==> src/rtl/multicycle_controller.sv <==
// Multicycle RV32I control FSM with memory ready handshake and timeout fault.
// Define ILLEGAL_TRAP_EN to trap unknown opcodes instead of treating them as NOPs.
module multicycle_controller #(
    parameter int ALUC_W      = 4,
    parameter int MEM_TIMEOUT = 16
) (
    input  logic              clk,
    input  logic              reset_n,
    input  logic [6:0]        op,
    input  logic [2:0]        funct3,
    input  logic              funct7b5,
    input  logic              Zero,
    input  logic              Lt,
    input  logic              Ltu,
    input  logic              mem_ready,
    output logic              mem_req,
    output logic              PCWrite,
    output logic              AdrSrc,
    output logic              MemWrite,
    output logic              IRWrite,
    output logic [1:0]        ResultSrc,
    output logic [1:0]        ALUSrcA,
    output logic [1:0]        ALUSrcB,
    output logic              RegWrite,
    output logic [2:0]        ImmSrc,
    output logic [ALUC_W-1:0] ALUControl,
    output logic              retire,
    output logic              fault,
    output logic [1:0]        fault_cause
);

    typedef enum logic [3:0] {
        S_FETCH, S_DECODE, S_MEMADR, S_MEMREAD, S_MEMWB,
        S_MEMWRITE, S_EXECR, S_EXECI, S_ALUWB, S_BRANCH,
        S_JAL, S_JALR, S_LUI, S_AUIPC, S_FAULT
    } state_t;

    localparam logic [6:0] OP_LOAD  = 7'b0000011;
    localparam logic [6:0] OP_STORE = 7'b0100011;
    localparam logic [6:0] OP_R     = 7'b0110011;
    localparam logic [6:0] OP_I     = 7'b0010011;
    localparam logic [6:0] OP_BR    = 7'b1100011;
    localparam logic [6:0] OP_JAL   = 7'b1101111;
    localparam logic [6:0] OP_JALR  = 7'b1100111;
    localparam logic [6:0] OP_LUI   = 7'b0110111;
    localparam logic [6:0] OP_AUIPC = 7'b0010111;

    localparam int CW = (MEM_TIMEOUT > 1) ? $clog2(MEM_TIMEOUT + 1) : 1;
    localparam logic [CW-1:0] LIM = CW'(MEM_TIMEOUT - 1);

    state_t          r_state;
    state_t          w_next;
    logic [CW-1:0]   r_cnt;
    logic            r_fault;
    logic [1:0]      r_cause;
    logic            w_wait;
    logic            w_tmo;
    logic            w_go;
    logic [1:0]      w_cause;
    logic [3:0]      w_aluc;
    logic [3:0]      w_alu_ex;
    logic [3:0]      w_alu_br;
    logic            w_taken;
    logic [2:0]      w_imm;

    assign w_wait = (r_state == S_FETCH) || (r_state == S_MEMREAD) ||
                    (r_state == S_MEMWRITE);
    // Final wait cycle: mem_ready here still counts as a completion.
    assign w_tmo  = (MEM_TIMEOUT > 0) && w_wait && !mem_ready && (r_cnt == LIM);

    always_comb begin
        w_imm = 3'b000;
        unique case (op)
            OP_STORE:         w_imm = 3'b001;
            OP_BR:            w_imm = 3'b010;
            OP_JAL:           w_imm = 3'b011;
            OP_LUI, OP_AUIPC: w_imm = 3'b100;
            default:          w_imm = 3'b000;
        endcase
    end

    always_comb begin
        w_alu_ex = 4'd0;
        unique case (funct3)
            3'b000: w_alu_ex = (r_state == S_EXECR && funct7b5) ? 4'd1 : 4'd0;
            3'b001: w_alu_ex = 4'd7;
            3'b010: w_alu_ex = 4'd5;
            3'b011: w_alu_ex = 4'd6;
            3'b100: w_alu_ex = 4'd4;
            3'b101: w_alu_ex = funct7b5 ? 4'd9 : 4'd8;
            3'b110: w_alu_ex = 4'd3;
            default: w_alu_ex = 4'd2;
        endcase
    end

    always_comb begin
        w_alu_br = 4'd1;
        w_taken  = 1'b0;
        unique case (funct3)
            3'b000:  w_taken = Zero;
            3'b001:  w_taken = !Zero;
            3'b100:  begin w_alu_br = 4'd5; w_taken = Lt;   end
            3'b101:  begin w_alu_br = 4'd5; w_taken = !Lt;  end
            3'b110:  begin w_alu_br = 4'd6; w_taken = Ltu;  end
            3'b111:  begin w_alu_br = 4'd6; w_taken = !Ltu; end
            default: w_taken = 1'b0;
        endcase
    end

    always_comb begin
        w_next    = r_state;
        w_go      = 1'b0;
        w_cause   = 2'b00;
        mem_req   = 1'b0;
        PCWrite   = 1'b0;
        AdrSrc    = 1'b0;
        MemWrite  = 1'b0;
        IRWrite   = 1'b0;
        ResultSrc = 2'b00;
        ALUSrcA   = 2'b00;
        ALUSrcB   = 2'b00;
        RegWrite  = 1'b0;
        ImmSrc    = 3'b000;
        w_aluc    = 4'd0;
        retire    = 1'b0;
        // Everything is forced low while reset is held.
        if (reset_n) begin
            ImmSrc = w_imm;
            unique case (r_state)
                S_FETCH: begin
                    mem_req   = 1'b1;
                    ALUSrcB   = 2'b10;
                    ResultSrc = 2'b10;
                    if (mem_ready) begin
                        IRWrite = 1'b1;
                        PCWrite = 1'b1;
                        w_next  = S_DECODE;
                    end else if (w_tmo) begin
                        w_next  = S_FAULT;
                        w_go    = 1'b1;
                        w_cause = 2'b01;
                    end
                end
                S_DECODE: begin
                    ALUSrcA = 2'b01;
                    ALUSrcB = 2'b01;
                    unique case (op)
                        OP_LOAD, OP_STORE: w_next = S_MEMADR;
                        OP_R:              w_next = S_EXECR;
                        OP_I:              w_next = S_EXECI;
                        OP_BR:             w_next = S_BRANCH;
                        OP_JAL:            w_next = S_JAL;
                        OP_JALR:           w_next = S_JALR;
                        OP_LUI:            w_next = S_LUI;
                        OP_AUIPC:          w_next = S_AUIPC;
                        default: begin
`ifdef ILLEGAL_TRAP_EN
                            w_next  = S_FAULT;
                            w_go    = 1'b1;
                            w_cause = 2'b10;
`else
                            w_next  = S_FETCH;
                            retire  = 1'b1;
`endif
                        end
                    endcase
                end
                S_MEMADR: begin
                    ALUSrcA = 2'b10;
                    ALUSrcB = 2'b01;
                    w_next  = (op == OP_STORE) ? S_MEMWRITE : S_MEMREAD;
                end
                S_MEMREAD: begin
                    mem_req = 1'b1;
                    AdrSrc  = 1'b1;
                    if (mem_ready) begin
                        w_next = S_MEMWB;
                    end else if (w_tmo) begin
                        w_next  = S_FAULT;
                        w_go    = 1'b1;
                        w_cause = 2'b01;
                    end
                end
                S_MEMWB: begin
                    ResultSrc = 2'b01;
                    RegWrite  = 1'b1;
                    retire    = 1'b1;
                    w_next    = S_FETCH;
                end
                S_MEMWRITE: begin
                    mem_req  = 1'b1;
                    AdrSrc   = 1'b1;
                    MemWrite = 1'b1;
                    if (mem_ready) begin
                        retire = 1'b1;
                        w_next = S_FETCH;
                    end else if (w_tmo) begin
                        w_next  = S_FAULT;
                        w_go    = 1'b1;
                        w_cause = 2'b01;
                    end
                end
                S_EXECR, S_EXECI: begin
                    ALUSrcA = 2'b10;
                    ALUSrcB = (r_state == S_EXECI) ? 2'b01 : 2'b00;
                    w_aluc  = w_alu_ex;
                    w_next  = S_ALUWB;
                end
                S_ALUWB: begin
                    RegWrite = 1'b1;
                    retire   = 1'b1;
                    w_next   = S_FETCH;
                end
                S_BRANCH: begin
                    ALUSrcA = 2'b10;
                    w_aluc  = w_alu_br;
                    PCWrite = w_taken;
                    retire  = 1'b1;
                    w_next  = S_FETCH;
                end
                S_JAL: begin
                    ALUSrcA = 2'b01;
                    ALUSrcB = 2'b10;
                    PCWrite = 1'b1;
                    w_next  = S_ALUWB;
                end
                S_JALR: begin
                    ALUSrcA   = 2'b10;
                    ALUSrcB   = 2'b01;
                    ResultSrc = 2'b10;
                    PCWrite   = 1'b1;
                    w_next    = S_ALUWB;
                end
                S_LUI: begin
                    ResultSrc = 2'b11;
                    RegWrite  = 1'b1;
                    retire    = 1'b1;
                    w_next    = S_FETCH;
                end
                S_AUIPC: begin
                    ALUSrcA = 2'b01;
                    ALUSrcB = 2'b01;
                    w_next  = S_ALUWB;
                end
                default: w_next = S_FAULT;
            endcase
        end
    end

    always_ff @(posedge clk or negedge reset_n) begin
        if (!reset_n) begin
            r_state <= S_FETCH;
            r_cnt   <= '0;
            r_fault <= 1'b0;
            r_cause <= 2'b00;
        end else begin
            r_state <= w_next;
            if (w_next != r_state)
                r_cnt <= '0;
            else if (w_wait && !mem_ready)
                r_cnt <= r_cnt + 1'b1;
            if (w_go) begin
                r_fault <= 1'b1;
                r_cause <= w_cause;
            end
        end
    end

    assign ALUControl  = ALUC_W'(w_aluc);
    assign fault       = r_fault;
    assign fault_cause = r_cause;

endmodule

==> config.mk <==
export PLATFORM = sky130hd
export DESIGN_NAME = multicycle_controller
export DESIGN_NICKNAME = d
export VERILOG_FILES = /design/src/rtl/multicycle_controller.sv
export SDC_FILE = /design/constraint.sdc
export NUM_CORES = 1
export LEC_CHECK = 0
export BUFFER_PORTS_ARGS = -buffer_cell sky130_fd_sc_hd__buf_2
export CORE_ASPECT_RATIO = 0.75
export CORE_MARGIN = 5
export CORE_UTILIZATION = 32
export CTS_CLUSTER_SIZE = 20
export DETAILED_ROUTE_END_ITERATION = 10
export PLACE_DENSITY_LB_ADDON = 0.1
export SLEW_MARGIN = 20
export SYNTH_ARGS = -nofsm -noshare
export SYNTH_HDL_FRONTEND = slang
export SYNTH_SLANG_ARGS = --single-unit
export TNS_END_PERCENT = 50
==> constraint.sdc <==
create_clock -name clk -period 3.8 [get_ports clk]
set_input_delay 0.76 -clock clk [delete_from_list [all_inputs] [get_ports clk]]
set_output_delay 0.76 -clock clk [all_outputs]
set_load 0.03 [all_outputs]
# [Word level (Yosys, flattened, before mapping)]
# Index checks and enable logic that the tools add are counted.
[word_totals] ff_bits=12 in_bits=17 out_inout_bits=23
[op_classes] addsub=1 n_eq_ne=31 mux=50 reduce_logical=29
[op_table] operator="case mux 4 bit (7 select lines)" count=2
[op_table] operator="case mux 4 bit (8 select lines)" count=1
[op_table] operator="== test 4 bit (second input constant)" count=6
[op_table] operator="two-way mux 4 bit" count=6
[op_table] operator="two-way mux 1 bit" count=22
[op_table] operator="== test 7 x 6 -> 1 bit (second input constant)" count=3
[op_table] operator="== test 7 bit (second input constant)" count=3
[op_table] operator="OR reduction 2 bit" count=9
[op_table] operator="== test 4 x 3 -> 1 bit (second input constant)" count=4
[op_table] operator="== test 7 x 5 -> 1 bit (second input constant)" count=2
[op_table] operator="== test 3 bit (second input constant)" count=4
[op_table] operator="two-way mux 2 bit" count=6
[op_table] operator="case mux 2 bit (3 select lines)" count=2
[op_table] operator="case mux 3 bit (4 select lines)" count=1
[op_table] operator="two-way mux 5 bit" count=2
[op_table] operator="OR reduction 5 bit" count=2
[op_table] operator="OR reduction 3 bit" count=3
[op_table] operator="OR reduction 9 bit" count=1
[op_table] operator="== test 4 x 2 -> 1 bit (second input constant)" count=2
[op_table] operator="case mux 4 bit (2 select lines)" count=1
[op_table] operator="OR reduction 4 bit" count=2
[op_table] operator="== test 7 x 2 -> 1 bit (second input constant)" count=1
[op_table] operator="== test 3 x 2 -> 1 bit (second input constant)" count=2
[op_table] operator="two-way mux 3 bit" count=2
[op_table] operator="other kinds (15)" count=22

# [Longest topological paths before layout]
[depth] word_depth=11 depth_mapped=9

# [Worst setup path after synthesis]
# No wires, ideal clock.
[synth_path] path_kind="input to output" startpoint="in op[6]" endpoint="out ImmSrc[2]" arrival_time_ns=2.041 required_ns=3.040 path_slack_ns=0.999 stages=3 path_cell_list="clkbuf_2 > nand2b_1 > nor4_1"
[synth_via] elab_chain_len=4
[synth_rtl] item="start, declared" line="9" source="input logic [6:0] op,"
[synth_rtl] item="== test 7 x 5 -> 1 bit or == test 7 x 6 -> 1 bit (tied branches)" line="73" source="unique case (op)"
[synth_rtl] item="OR reduction 2 bit" line="73"
[synth_rtl] item="case mux 3 bit (4 select lines) (*)" line="73"
[synth_rtl] item="two-way mux 3 bit (*)" line="127" source="if (reset_n) begin"
[synth_rtl] item="end, declared" line="25" source="output logic [2:0] ImmSrc,"
# Every way passes the cells marked *; elsewhere a longest branch is shown, timed or not.

# [Worst setup path in the final report]
[layout_path] startpoint="reg r_state[1]" endpoint="out ALUControl[1]"
[layout_via] elab_chain_len=4
[layout_rtl] item="start, declared" line="51" source="state_t r_state;"
[layout_rtl] item="start signal, assigned" line="257" source="r_state <= w_next;"
[layout_rtl] item="== test 4 x 3 -> 1 bit" line="129" source="unique case (r_state)"
[layout_rtl] item="OR reduction 2 bit" line="129"
[layout_rtl] item="case mux 4 bit (2 select lines) (*)" line="129"
[layout_rtl] item="two-way mux 4 bit (*)" line="127"
[layout_rtl] item="end, declared" line="26" source="output logic [ALUC_W-1:0] ALUControl,"
# Marked as above.

==> impl_metrics.json <==
{
  "status": "complete, no violations",
  "use_met2_pct": 22.0,
  "post_cts_buffers": 0,
  "die_area_sq_um": 5720,
  "wire_per_inst_microns": 14.2,
  "peakVddDrop_uv": 102,
  "fp.coreArea_sq_um": 4100,
  "setup_viol": 0,
  "placed_cell_area_sq_um": 1570,
  "io_buffers": 38,
  "use_met1_pct": 19.7,
  "required_ns": 3.04,
  "drv_slew": 0,
  "antenna_found_initial": 0,
  "cts_root_buf": "clkbuf_8",
  "total_power_uw": 585,
  "synth-seq-cells": 11,
  "crit_type": "reg2out",
  "initial_utilization_pct": 33.5,
  "fin_crit_sh_pct": 78.8,
  "antenna_left": 0,
  "period_needed_ns": 2.99,
  "ff_latch_area_sq_um": 275,
  "slew_headroom_pct": 51.6,
  "clock_sinks": 11,
  "ys_seq_area_share_pct": 20.0,
  "finClkSkew_ns": 0.00315,
  "htreeDepth": 1,
  "hold_viol": 0,
  "die_y_microns": 66.8,
  "cts_tree": "yes",
  "rsz0062_at_grt": "no",
  "drive_gt1_share_pct": 25.5,
  "dr_total_vias": 1504,
  "tightestPinTransition_ns": 0.725,
  "startpoint_type": "register",
  "ys_warn_count": 0,
  "end_kind": "output pin",
  "cts_buffer_depth": 2,
  "synth_edf_count": 0,
  "multi_input_area_sq_um": 973,
  "die_x_microns": 85.7,
  "dr.pass1.iters": 4,
  "hp-class": "in2async",
  "clk_latency_ns": 0.24,
  "dp_hpwl_microns": 3070,
  "grt_remaining_overflow": 0,
  "comb_power_share_pct": 51.9,
  "ioPinCount": 40,
  "drt_iter0_drc": 80,
  "fmax_mhz": 334,
  "cts_hold_buf": 0,
  "grt_pass1_vias": 1346,
  "nNetsFinal": 240,
  "fillers": 461,
  "num_rows": 20,
  "p_int_uw": 315,
  "via_per_inst": 5.47,
  "p_per_area_nw_per_um2": 363,
  "syn_avg_cell_area_sq_um": 7.24,
  "synthFlopType": "dfrtp_1",
  "grt.total_usage_pct": 13.9,
  "post_cts_resized": 0,
  "p_sw_uw": 270,
  "critPathMaxFanout": 22,
  "final_area_sq_um": 1610,
  "leakage_nw": 0.731,
  "worst_ep_arrival_time_ns": 2.23,
  "syn-instance-count": 190,
  "syn_nets": 209,
  "diodes": 0,
  "place.gp.congestion": 0.822,
  "ys_async_sr_fraction_pct": 100,
  "seqPwrFrac_pct": 28.6,
  "drc_errors": 0,
  "top_usage_layer": "met2",
  "grt_pass1_wl_microns": 6420,
  "p_clk_share_pct": 19.5,
  "worst_slack_ns": 0.805,
  "sw_frac_of_total_pct": 46.1,
  "whs_ns": 0.442,
  "numCtsBuffers": 3,
  "grt_max_degree": 26,
  "tns_ns": 0,
  "synth.distinct_cells": 59,
  "met3_usage_pct": 2.84,
  "wirelength_microns": 3910,
  "place_ws_ns": 1.07,
  "clk_pin_slew_ns": 0.05,
  "cap_violations": 0,
  "area_growth_pct": 17.4,
  "netlist_area_sq_um": 1380
}
-- registers in the layout (all words and copies together) (netlist names) --
register	count
r_cnt	5
r_state	4
fault_cause	1
fault	1
-- kinds of logic (layout without fill, tap and decap cells) --
group	count (synthesis)	after routing	synth area share, %
simple gates	93	93	35.9
other cells	1	1	0.273
mux	2	2	1.46
fa+ha+maj	2	2	1.82
flops	11	11	20.0
xor+xnor	8	8	5.10
buf+inv	24	54	9.19
compound gates	49	49	26.3
-- cell usage in the layout (no fill, tap or decap), drive strengths merged, types with 3 or more instances in the layout --
| master | instances |
|---|---|
| buf | 42 |
| nand2 | 25 |
| nor2 | 19 |
| nor3 | 12 |
| dfrtp | 11 |
| o21ai | 10 |
| inv | 8 |
| a21oi | 8 |
| xor2 | 5 |
| nand3 | 5 |
| and2 | 5 |
| a31oi | 4 |
| nor4 | 4 |
| xnor2 | 3 |
| nor2b | 3 |
| and3 | 3 |
| nand2b | 3 |
| clkbuf | 3 |
| or2b | 3 |
-- through the flow --
| step | utilization, % | instances |
|---|---|---|
| 2_1_floorplan | - | 190 |
| 3_3_place_gp | 38.2 | 271 |
| 3_5_place_dp | 38.2 | 271 |
| 4_1_cts | 39.3 | 275 |
| 5_1_grt | 39.3 | 275 |
| 6_report | 39.3 | 275 |
-- power by group through the flow --
stage | Combinational, mW | Clock (mW) | Sequential (mW)
CTS | 0.305 | 0.119 | 0.167
detailed placement | 0.304 | 0 | 0.168
floorplan | 0.258 | 0 | 0.143
global route | 0.335 | 0.124 | 0.170
finish | 0.304 | 0.114 | 0.167
global placement | 0.302 | 0 | 0.168
-- metal layers --
layer	up-vias	wire length, microns
li1	749	-
met4	0	19
met2	36	1750
met3	2	211
met1	717	1930
met5	-	0
-- final timing paths --
path,cells past startpoint,to,slack (ns),from
max,6,ALUControl[1],0.81,r_state[1]$_DFF_PN0_
min,1,r_state[0]$_DFF_PN0_,0.44,reset_n
max reg2reg,9,r_cnt[0]$_DFFE_PN0P_,1.19,r_cnt[0]$_DFFE_PN0P_
min reg2reg,1,fault_cause[0]$_DFFE_PN0P_,0.47,fault_cause[0]$_DFFE_PN0P_
max in group asynchronous,2,r_cnt[3]$_DFFE_PN0P_,2.88,reset_n
min in group clk,1,fault_cause[0]$_DFFE_PN0P_,0.47,fault_cause[0]$_DFFE_PN0P_
-- final cells by class --
cell class	instances	area share (%)
clock buffer	3	2.56
timing repair buffer	42	13.6
tap	55	4.26
clock inverter	1	0.310
inverter	8	1.86
multi-input combinational	155	60.3
sequential	11	17.1
-- critical path, cell delays in order (launching register included) --
cell     delay [ns]
dfrtp_1        0.78
inv_1          0.26
nor3_1         0.36
nand2_1        0.12
o21ai_0        0.15
and2_1         0.13
buf_2          0.19
-- cells in the mapped netlist (2+ instances only) --
cell,count,area share (%)
a41o_1,2,1.5
mux2i_1,2,1.5
and3_1,3,1.4
o21a_1,2,1.1
a31oi_1,4,1.8
buf_4,5,2.7
xnor2_1,3,1.9
nor2b_1,3,1.4
nand2_1,25,6.8
xor2_1,5,3.2
or2b_1,2,1.1
buf_6,2,1.6
o22ai_1,2,0.91
o21bai_1,2,1.1
a311oi_1,2,1.3
and2b_2,2,1.3
dfrtp_1,11,20
nor2_1,19,5.2
nand2b_1,3,1.4
clkbuf_1,7,1.9
nor3_1,10,3.6
nor3_2,2,1.5
and2_1,4,1.8
o21ai_0,10,3.6
nor4_1,4,1.8
a21oi_1,8,2.9
nand3b_1,2,1.1
nand3_1,5,1.8
inv_1,8,2.2
ha_1,2,1.8
(Power assumes the default switching activity.)
